===== config.mk =====
export PLATFORM = sky130hd
export DESIGN_NAME = cfg_bank_writer
export DESIGN_NICKNAME = d
export VERILOG_FILES = /design/src/rtl/cfg_bank_writer.sv
export SDC_FILE = /design/constraint.sdc
export NUM_CORES = 1
export LEC_CHECK = 0
export ABC_AREA = 0
export CORE_ASPECT_RATIO = 1.4
export CORE_UTILIZATION = 30
export DETAILED_ROUTE_END_ITERATION = 7
export GPL_ROUTABILITY_DRIVEN = 0
export GPL_TIMING_DRIVEN = 0
export PLACE_DENSITY_LB_ADDON = 0.3
export SYNTH_ARGS = -nofsm -noshare
export SYNTH_HDL_FRONTEND = slang
export SYNTH_SLANG_ARGS = --single-unit

===== constraint.sdc =====
create_clock -name clk -period 3 [get_ports clk]
set_input_delay 0.45 -clock clk [delete_from_list [all_inputs] [get_ports clk]]
set_output_delay 0.45 -clock clk [all_outputs]
set_load 0.02 [all_outputs]

===== src/rtl/cfg_bank_writer.sv =====
// cfg_bank_writer: single initiator for the eight-entry config_reg bank.
// Takes host write commands over valid/ready, optionally reads each write back
// to confirm it, and can restore all eight registers to their defaults with
// read-back confirmation. Mismatches are counted and the last bad address kept.
module cfg_bank_writer #(
  parameter logic [15:0] DEF_ADC0  = 16'hFFFF,
  parameter logic [15:0] DEF_ADC1  = 16'h0000,
  parameter logic [15:0] DEF_TEMP0 = 16'h0000,
  parameter logic [15:0] DEF_TEMP1 = 16'h0000,
  parameter logic [15:0] DEF_ATEST = 16'hABCD,
  parameter logic [15:0] DEF_DTEST = 16'h0000,
  parameter logic [15:0] DEF_GAIN  = 16'h0000,
  parameter logic [15:0] DEF_DCFG  = 16'h0001
) (
  input  logic        clk,
  input  logic        reset,
  input  logic        cmd_valid,
  output logic        cmd_ready,
  input  logic [2:0]  cmd_addr,
  input  logic [15:0] cmd_data,
  input  logic        cmd_verify,
  input  logic        init_start,
  output logic        bank_write,
  output logic [2:0]  bank_addr,
  output logic [15:0] bank_data_in,
  input  logic [15:0] bank_data_out,
  output logic        busy,
  output logic        resp_valid,
  output logic        resp_err,
  output logic        init_done,
  output logic [7:0]  err_count,
  output logic [2:0]  err_addr
);

  typedef enum logic [2:0] {
    ST_IDLE    = 3'd0,
    ST_WRITE   = 3'd1,
    ST_VERIFY  = 3'd2,
    ST_INIT_WR = 3'd3,
    ST_INIT_VF = 3'd4
  } state_t;

  state_t      r_state;
  state_t      w_state_next;

  // Latched target of the current write. These registers drive the bank
  // address/data directly, so in IDLE the bank sees the last driven values.
  logic [2:0]  r_addr;
  logic [15:0] r_data;
  logic        r_verify;
  logic [2:0]  r_idx;

  logic        r_resp_valid;
  logic        r_resp_err;
  logic        r_init_done;
  logic [7:0]  r_err_count;
  logic [2:0]  r_err_addr;

  logic        w_idle;
  logic        w_cmd_ready;
  logic        w_accept;
  logic        w_init_go;
  logic        w_check;
  logic        w_mismatch;
  logic        w_last;
  logic [2:0]  w_idx_inc;
  logic        w_bank_write;
  logic        w_busy;

  // Default value of each bank register, indexed by address.
  function automatic logic [15:0] def_value(input logic [2:0] idx);
    logic [15:0] v;
    case (idx)
      3'd0:    v = DEF_ADC0;
      3'd1:    v = DEF_ADC1;
      3'd2:    v = DEF_TEMP0;
      3'd3:    v = DEF_TEMP1;
      3'd4:    v = DEF_ATEST;
      3'd5:    v = DEF_DTEST;
      3'd6:    v = DEF_GAIN;
      default: v = DEF_DCFG;
    endcase
    return v;
  endfunction

  assign w_idle      = (r_state == ST_IDLE);
  // Held low while reset is asserted so the host never sees a ready
  // that the held-in-reset state machine could not honour.
  assign w_cmd_ready = reset && w_idle && !init_start;
  assign w_accept    = cmd_valid && w_cmd_ready;
  // A restore request wins over a simultaneous host command.
  assign w_init_go   = w_idle && init_start;
  assign w_check     = (r_state == ST_VERIFY) || (r_state == ST_INIT_VF);
  // Both VERIFY and INIT_VF compare against the value just written, which
  // is still sitting in r_data.
  assign w_mismatch  = (bank_data_out != r_data);
  assign w_last      = (r_idx == 3'd7);
  assign w_idx_inc   = r_idx + 3'd1;

  // State register.
  always_ff @(posedge clk or negedge reset) begin
    if (!reset) begin
      r_state <= ST_IDLE;
    end else begin
      r_state <= w_state_next;
    end
  end

  // Next-state decode.
  always_comb begin
    w_state_next = r_state;
    case (r_state)
      ST_IDLE: begin
        if (init_start) begin
          w_state_next = ST_INIT_WR;
        end else if (w_accept) begin
          w_state_next = ST_WRITE;
        end
      end
      ST_WRITE:   w_state_next = r_verify ? ST_VERIFY : ST_IDLE;
      ST_VERIFY:  w_state_next = ST_IDLE;
      ST_INIT_WR: w_state_next = ST_INIT_VF;
      ST_INIT_VF: w_state_next = w_last ? ST_IDLE : ST_INIT_WR;
      default:    w_state_next = ST_IDLE;
    endcase
  end

  // State-decoded outputs; derived from the state register so reset clears
  // them at once.
  always_comb begin
    w_bank_write = 1'b0;
    w_busy       = 1'b1;
    case (r_state)
      ST_IDLE:    w_busy       = 1'b0;
      ST_WRITE:   w_bank_write = 1'b1;
      ST_INIT_WR: w_bank_write = 1'b1;
      default:    w_bank_write = 1'b0;
    endcase
  end

  // Latch the command or step the restore index and its default value.
  always_ff @(posedge clk or negedge reset) begin
    if (!reset) begin
      r_addr   <= 3'd0;
      r_data   <= 16'h0000;
      r_verify <= 1'b0;
      r_idx    <= 3'd0;
    end else if (w_init_go) begin
      r_idx    <= 3'd0;
      r_addr   <= 3'd0;
      r_data   <= def_value(3'd0);
    end else if (w_accept) begin
      r_addr   <= cmd_addr;
      r_data   <= cmd_data;
      r_verify <= cmd_verify;
    end else if (r_state == ST_INIT_VF) begin
      if (w_last) begin
        r_idx <= 3'd0;
      end else begin
        r_idx  <= w_idx_inc;
        r_addr <= w_idx_inc;
        r_data <= def_value(w_idx_inc);
      end
    end
  end

  // One-cycle completion pulses; the restore sequence never answers the host.
  always_ff @(posedge clk or negedge reset) begin
    if (!reset) begin
      r_resp_valid <= 1'b0;
      r_resp_err   <= 1'b0;
      r_init_done  <= 1'b0;
    end else begin
      r_resp_valid <= ((r_state == ST_WRITE) && !r_verify) || (r_state == ST_VERIFY);
      r_resp_err   <= (r_state == ST_VERIFY) && w_mismatch;
      r_init_done  <= (r_state == ST_INIT_VF) && w_last;
    end
  end

  // Mismatch bookkeeping shared by host verifies and the restore sequence.
  always_ff @(posedge clk or negedge reset) begin
    if (!reset) begin
      r_err_count <= 8'd0;
      r_err_addr  <= 3'd0;
    end else if (w_check && w_mismatch) begin
      if (r_err_count != 8'hFF) begin
        r_err_count <= r_err_count + 8'd1;
      end
      r_err_addr <= r_addr;
    end
  end

  assign cmd_ready    = w_cmd_ready;
  assign bank_write   = w_bank_write;
  assign busy         = w_busy;
  assign bank_addr    = r_addr;
  assign bank_data_in = r_data;
  assign resp_valid   = r_resp_valid;
  assign resp_err     = r_resp_err;
  assign init_done    = r_init_done;
  assign err_count    = r_err_count;
  assign err_addr     = r_err_addr;

endmodule

==> metrics.md, run 1 <==
| Metric | Value |
|---|---|
| Status | `completed` |
| VDD IR max | `around 0.34 mV` |
| Post-Syn Area per Cell | `11.90 um2` |
| Worst Path Arrival | `1950 ps` |
| Fin util | `46.18%` |
| Cell Rows | `35` |
| FILL cells | `648` |
| HPWL Detailed | `4021 um` |
| Multiplexer share of the synthesized area | `under 10%` |
| Power density cells | `993.0 mW/mm2` |
| Compound-Gate Fraction of Synth Area | `12.56%` |
| Layout cells sized above 1 | `10.81%` |
| Post_cts resized | `0` |
| Critical Path Max Stage Delay | `approximately 640 ps` |
| # setup viols final | `0` |
| CTS tree | `built` |
| Hold Vio Cnt, Final | `0` |
| Max_cap viols | `0` |
| Initial Util | `31.28%` |
| CP Class | `reg -> out` |
| Worst-margin pin slew | `566.4 ps` |
| Largest family of logic cells by synthesized area | `simple AND/OR/NAND/NOR gates` |
| Cell Chain, Critical Path | `buf_4 > nor3_2 > inv_1 > nor3b_1 > clkdlybuf4s50_1` |
| WL met2 | `2862 um` |
| Drt via density | `4.815` |
| Post-synth top flop | `dfrtp_1` |
| CP top delay family | `buffers and inverters` |
| Mapped Area | `0.002082 mm2` |
| Tcrit/Tclk final | `between 70% and 80%` |
| Clock sink total | `40` |
| Vias | `around 1700` |
| Yosys cell types | `between 40 and 50` |
| Commonest non-fill, non-tap cell in the layout | `clkdlybuf4s50_1` |
| Max layer used | `met4` |
| Die height | `100.6 um` |
| CTS Buf Count | `5` |
| Core area | `between 0.006 and 0.007 mm2` |
| DRC | `0` |
| Cts hold-fix bufs | `0` |
| Worst r2r src | `r_idx[0]$_DFFE_PN0P_` |
| Synth Area in Adders | `5.409%` |
| Slew Limit Fails | `0` |
| Simple-Gate Fraction of Synth Area | `between 15 and 20%` |
| # port buffers | `75` |
| Startpoint types | `register` |
| Worst hold-check path type | `in -> async` |
| Mapped Cells | `175` |
| Layout Skew | `about 6 ps` |
| Met3 wire length | `200 um` |
| Initial antenna violation count | `0` |
| Gr ovfl total | `0` |
| Worst setup path startpoint | `r_state[0]$_DFFE_PN0P_` |
| Slew margin rel. | `between 60% and 70%` |
| Routed met1 length | `2135 um` |
| Endpoint class of the critical path | `primary output` |
| Critical path's slowest cell | `clkdlybuf4s50_1` |
| Buf+Inv Stages, Crit Path | `3` |
| Ys async rst share | `100.0%` |
| # diodes | `0` |
| DIE AREA | `0.007282 mm2` |
| Worst hold margin | `38.37 ps` |
| Die Wd | `72.41 um` |
| Fmax | `approximately 0.42 GHz` |
| Reg clk slew, reported paths | `80 ps` |
| WL final | `5276 um` |
| Total GRT Usage | `15.07%` |
| Register area share after synthesis | `between 40% and 50%` |
| Final min period | `roughly 2400 ps` |
| CP max FO | `8` |
| Clock Root Buffer | `clkbuf_8` |
| Number of global-route vias before repair | `around 1600` |
| Pre-antenna DRT Iters | `4` |
| Unrepaired setup endpoints after global routing | `false` |
| Setup bufs post-CTS | `0` |
| I/O Pins | `76` |
| Post-route antenna net violation count | `0` |
| Pleak | `approximately 0.0013 uW` |
| Dpl ws | `388.9 ps` |
| Flops & latches, synth | `40` |
| Critical path required time | `2550 ps` |
| WL/cell | `roughly 15 um` |
| XOR/XNOR share of the synthesized area | `slightly below 10%` |
| H-tree Lvls | `2` |
| Mapped Nets | `approximately 220` |
| Overall power | `roughly 3000 uW` |
| Warnings from Yosys | `0` |
| Most frequent cells in the layout | `clkdlybuf4s50_1, dfrtp_1, xnor2_1` |
| Area grow syn2layout | `47.66%` |
| First-pass GRT wire length | `between 8000 and 9000 um` |
| Largest net degree at the start of global routing | `33` |
| Clk_lat worst skew | `290 ps` |
| Max clock buf depth | `2` |
| DRC violation total after the first TritonRoute iteration | `76` |
| Setup WS post-layout | `603.9 ps` |
| EDFF count, synth | `0` |
| Nets | `307` |
[cells in the mapped netlist, types with 2 or more instances]
master	number	area (um2)
a21oi_1	4	20.02
nor3b_1	3	22.52
nor3_1	7	35.03
nor4b_4	2	47.55
inv_1	5	18.77
buf_2	4	20.02
nand4_1	6	37.54
and3_1	2	12.51
a211oi_1	3	22.52
nor2_1	7	26.28
ha_1	9	112.6
a21o_1	3	22.52
o21bai_1	3	22.52
buf_4	3	22.52
dfrtp_1	40	1001
nand2b_1	2	12.51
nand2_1	8	30.03
xnor2_1	17	148.9
nand3b_1	2	15.01
nor2_2	2	12.51
a221o_1	15	150.1
xor2_1	6	52.55
mux2_1	4	45.04
[per-stage QoR]
step	cell area, um2	instances	setup TNS, ps
4_1_cts	3074	351	0
3_5_place_dp	2963	343	0
3_3_place_gp	2948	342	-14610
2_1_floorplan	2082	175	0
5_1_grt	3074	351	0
6_report	3074	351	0
[layout make-up]
cell class / instances / area (um2) / share of cell area, %
multi-input combinational: 122 / 1008 / 32.80
sequential: 40 / 1001 / 32.56
timing repair buffer: 76 / 765.7 / 24.91
tap: 92 / 115.1 / 3.744
clock buffer: 5 / 68.82 / 2.239
buffer: 8 / 53.80 / 1.750
clock inverter: 3 / 42.54 / 1.384
inverter: 5 / 18.77 / 0.6105
[cell families (layout without fill, tap and decap cells)]
| logic type | count (synthesis) | after routing |
|---|---|---|
| adder cells (fa/ha/maj) | 9 | 9 |
| AND/OR/NAND/NOR | 54 | 54 |
| XOR/XNOR | 23 | 23 |
| multiplexers | 5 | 5 |
| AO/OA/AOI/OAI | 31 | 31 |
| flip-flops | 40 | 40 |
| buffers and inverters | 13 | 97 |
[sequential cells by signal, summed over array words and instances, names as in the netlist]
register and cells:
bank_data_in 16, err_count 8, bank_addr 3, err_addr 3, r_idx 3, r_state 3, init_done 1, r_verify 1
resp_err 1, resp_valid 1
[worst paths after layout]
path	endpoint	slack, ps	cells past startpoint
worst max-delay path	cmd_ready	600	5
worst min register to register	err_addr[1]$_DFFE_PN0P_	490	1
max in group asynchronous	bank_data_in[11]$_DFFE_PN0P_	2510	2
min in group clk	err_addr[1]$_DFFE_PN0P_	490	1
worst min-delay path	init_done$_DFF_PN0_	40	1
worst max register to register	bank_data_in[8]$_DFFE_PN0P_	770	6
[per-layer routing]
layer / track usage (%) / up-vias
li1: - / 808
met1: 17.68 / 839
met2: 26.24 / 37
met3: 3.500 / 6
met4: 5.882 / 0
met5: 0 / -
[report_power, final]
group	switching (uW)	leakage, uW	internal [uW]
clock network	195	0.0000541	246
registers	229	0.000488	775
logic	784	0.000743	824
Power figures use the tool's default switching activity.
==> run 2: changes to the inputs <==
==> constraint.sdc (replaced) <==
create_clock -name clk -period 2.4 [get_ports clk]
set_input_delay 0.36 -clock clk [delete_from_list [all_inputs] [get_ports clk]]
set_output_delay 0.36 -clock clk [all_outputs]
set_load 0.02 [all_outputs]
==> metrics.md, run 2 (synthesized netlist as in run 1, its figures left out) <==
| Metric | Value |
|---|---|
| CTS tree | `built (unchanged)` |
| Endpoint class of the critical path | `register (was primary output)` |
| DRC violation total after the first TritonRoute iteration | `70 (was 76)` |
| VDD IR max | `0.3603 mV (was 0.3423 mV)` |
| Multi-input logic area | `0.001008 mm2 (unchanged)` |
| Reg clk slew, reported paths | `80 ps (about the same)` |
| Layout Skew | `5.776 ps (was 6.008 ps)` |
| Fin util | `46.37% (was 46.18%)` |
| Tcrit/Tclk final | `93.26%` |
| Vias | `1694 (was 1690)` |
| Register area | `0.001001 mm2 (unchanged)` |
| Pre-antenna DRT Iters | `4 (unchanged)` |
| Worst-margin pin slew | `562.7 ps (was 566.4 ps)` |
| Fin cells | `352 (was 351)` |
| # diodes | `0 (unchanged)` |
| Total GRT Usage | `15.30% (was 15.07%)` |
| Drt via density | `4.813 (was 4.815)` |
| Worst hold-check path type | `in -> async (unchanged)` |
| Area grow syn2layout | `48.26% (was 47.66%)` |
| Initial Util | `31.28% (unchanged)` |
| Max_cap viols | `0 (unchanged)` |
| CP Class | `reg -> reg (was reg -> out)` |
| Status | `completed (unchanged)` |
| Commonest non-fill, non-tap cell in the layout | `clkdlybuf4s50_1 (unchanged)` |
| Worst setup path startpoint | `r_idx[0]$_DFFE_PN0P_ (was r_state[0]$_DFFE_PN0P_)` |
| Initial antenna violation count | `0 (unchanged)` |
| Unrepaired setup endpoints after global routing | `false (unchanged)` |
| FILL cells | `648 (unchanged)` |
| WL final | `5318 um (was 5276 um)` |
| Overall power | `3818 uW (was 3053 uW)` |
| Critical path required time | `2570 ps (was 2550 ps)` |
| DRC | `0 (unchanged)` |
| Clk_lat worst skew | `290 ps (about the same)` |
| DIE AREA | `0.007282 mm2 (unchanged)` |
| Number of global-route vias before repair | `1652 (was 1649)` |
| Layout cells sized above 1 | `10.77% (was 10.81%)` |
| Cell Count Post-Placement | `343 (unchanged)` |
| WL/cell | `15.11 um (was 15.03 um)` |
| Die Wd | `72.41 um (unchanged)` |
| Power density cells | `1237 mW/mm2 (was 993.0 mW/mm2)` |
| I/O Pins | `76 (unchanged)` |
| Clock sink total | `40 (unchanged)` |
| Max clock buf depth | `2 (unchanged)` |
| Largest net degree at the start of global routing | `33 (unchanged)` |
| Max FFs per register | `16 (unchanged)` |
| Slew Limit Fails | `0 (unchanged)` |
| Startpoint types | `register (unchanged)` |
| Final min period | `2238 ps` |
| CTS Buf Count | `5 (unchanged)` |
| Hold Vio Cnt, Final | `0 (unchanged)` |
| Setup bufs post-CTS | `0 (unchanged)` |
| Post-route antenna net violation count | `0 (unchanged)` |
| Fmax | `around 0.45 GHz` |
| Clock Root Buffer | `clkbuf_8 (unchanged)` |
| Most frequent cells in the layout | `clkdlybuf4s50_1, dfrtp_1, xnor2_1 (unchanged)` |
| Gr ovfl total | `0 (unchanged)` |
| Pleak | `0.001306 uW (was 0.001285 uW)` |
| # port buffers | `75 (unchanged)` |
| Worst Path Arrival | `2410 ps (was 1950 ps)` |
| Cell Rows | `35 (unchanged)` |
| Core area | `0.006656 mm2 (unchanged)` |
| H-tree Lvls | `2 (unchanged)` |
| Worst r2r src | `r_idx[0]$_DFFE_PN0P_ (unchanged)` |
| HPWL Detailed | `4021 um (unchanged)` |
| Die height | `100.6 um (unchanged)` |
| First-pass GRT wire length | `8473 um (was 8362 um)` |
| CP max FO | `10 (was 8)` |
| # setup viols final | `0 (unchanged)` |
| Slew margin rel. | `62.20% (was 61.96%)` |
| Nets | `308 (was 307)` |
==> run 2: cell count changes in the layout (fill, tap and decap cells not counted) <==
cell / change
dlymetal6s2s_1: +1
dlygate4sd3_1: +1
clkdlybuf4s50_1: -1
==> run 2: critical path, stage by stage (launching register included) <==
cell and delay (ps):
dfrtp_1 440, ha_1 290, ha_1 270, nor4b_4 450
nor3_4 140, buf_4 220, a221o_1 310
==> run 2: repair_timing <==
item,in CTS,in global routing
endpoints found under the hold margin,11,0
hold buffers,1,0
resized for setup,0,1
setup endpoints to repair,0,1
==> run 2: cell type report <==
| type | instances | area share [%] |
|---|---|---|
| Buffer | 8 | 1.743 |
| Timing Repair Buffer | 77 | 25.21 |
| Sequential cell | 40 | 32.43 |
| Multi-Input combinational cell | 122 | 32.67 |
| Tap cell | 92 | 3.729 |
| Inverter | 5 | 0.6080 |
| Clock buffer | 5 | 2.229 |
| Clock inverter | 3 | 1.378 |
==> run 2: report_power, final <==
| group | switching [uW] | internal (uW) | total, uW |
|---|---|---|---|
| clock | 246 | 308 | 554 |
| combinational | 980 | 1030 | 2010 |
| sequential | 284 | 969 | 1250 |
| total | 1510 | 2310 | 3820 |
==> run 2: worst paths after layout <==
check,slack (ps),depth (start not counted),endpoint
worst max-delay path,160,6,bank_data_in[8]$_DFFE_PN0P_
worst min-delay path,30,2,err_addr[0]$_DFFE_PN0P_
worst max register to register,160,6,bank_data_in[8]$_DFFE_PN0P_
worst min register to register,490,1,err_addr[1]$_DFFE_PN0P_
max in group asynchronous,1430,2,bank_data_in[10]$_DFFE_PN0P_
min in group clk,490,1,err_addr[1]$_DFFE_PN0P_
==> run 2: metal layers <==
metal | GRT usage, % | routed length, um | up-vias
met4 | 6.033 | 65 | 0
met2 | 26.60 | 2912 | 33
met3 | 3.200 | 180 | 4
met5 | 0 | 0 | -
met1 | 18.19 | 2159 | 845
li1 | - | - | 812
==> run 2: through the flow <==
step	area, um2	setup slack [ps]	hold WS, ps	setup TNS, ps
2_1_floorplan	2082	431.9	64.41	0
3_3_place_gp	2948	-1364	476.0	-33360
3_5_place_dp	2963	-121.1	267.4	-360.1
4_1_cts	3084	72.88	47.00	0
5_1_grt	3087	20.58	29.29	0
6_report	3087	161.7	29.92	0
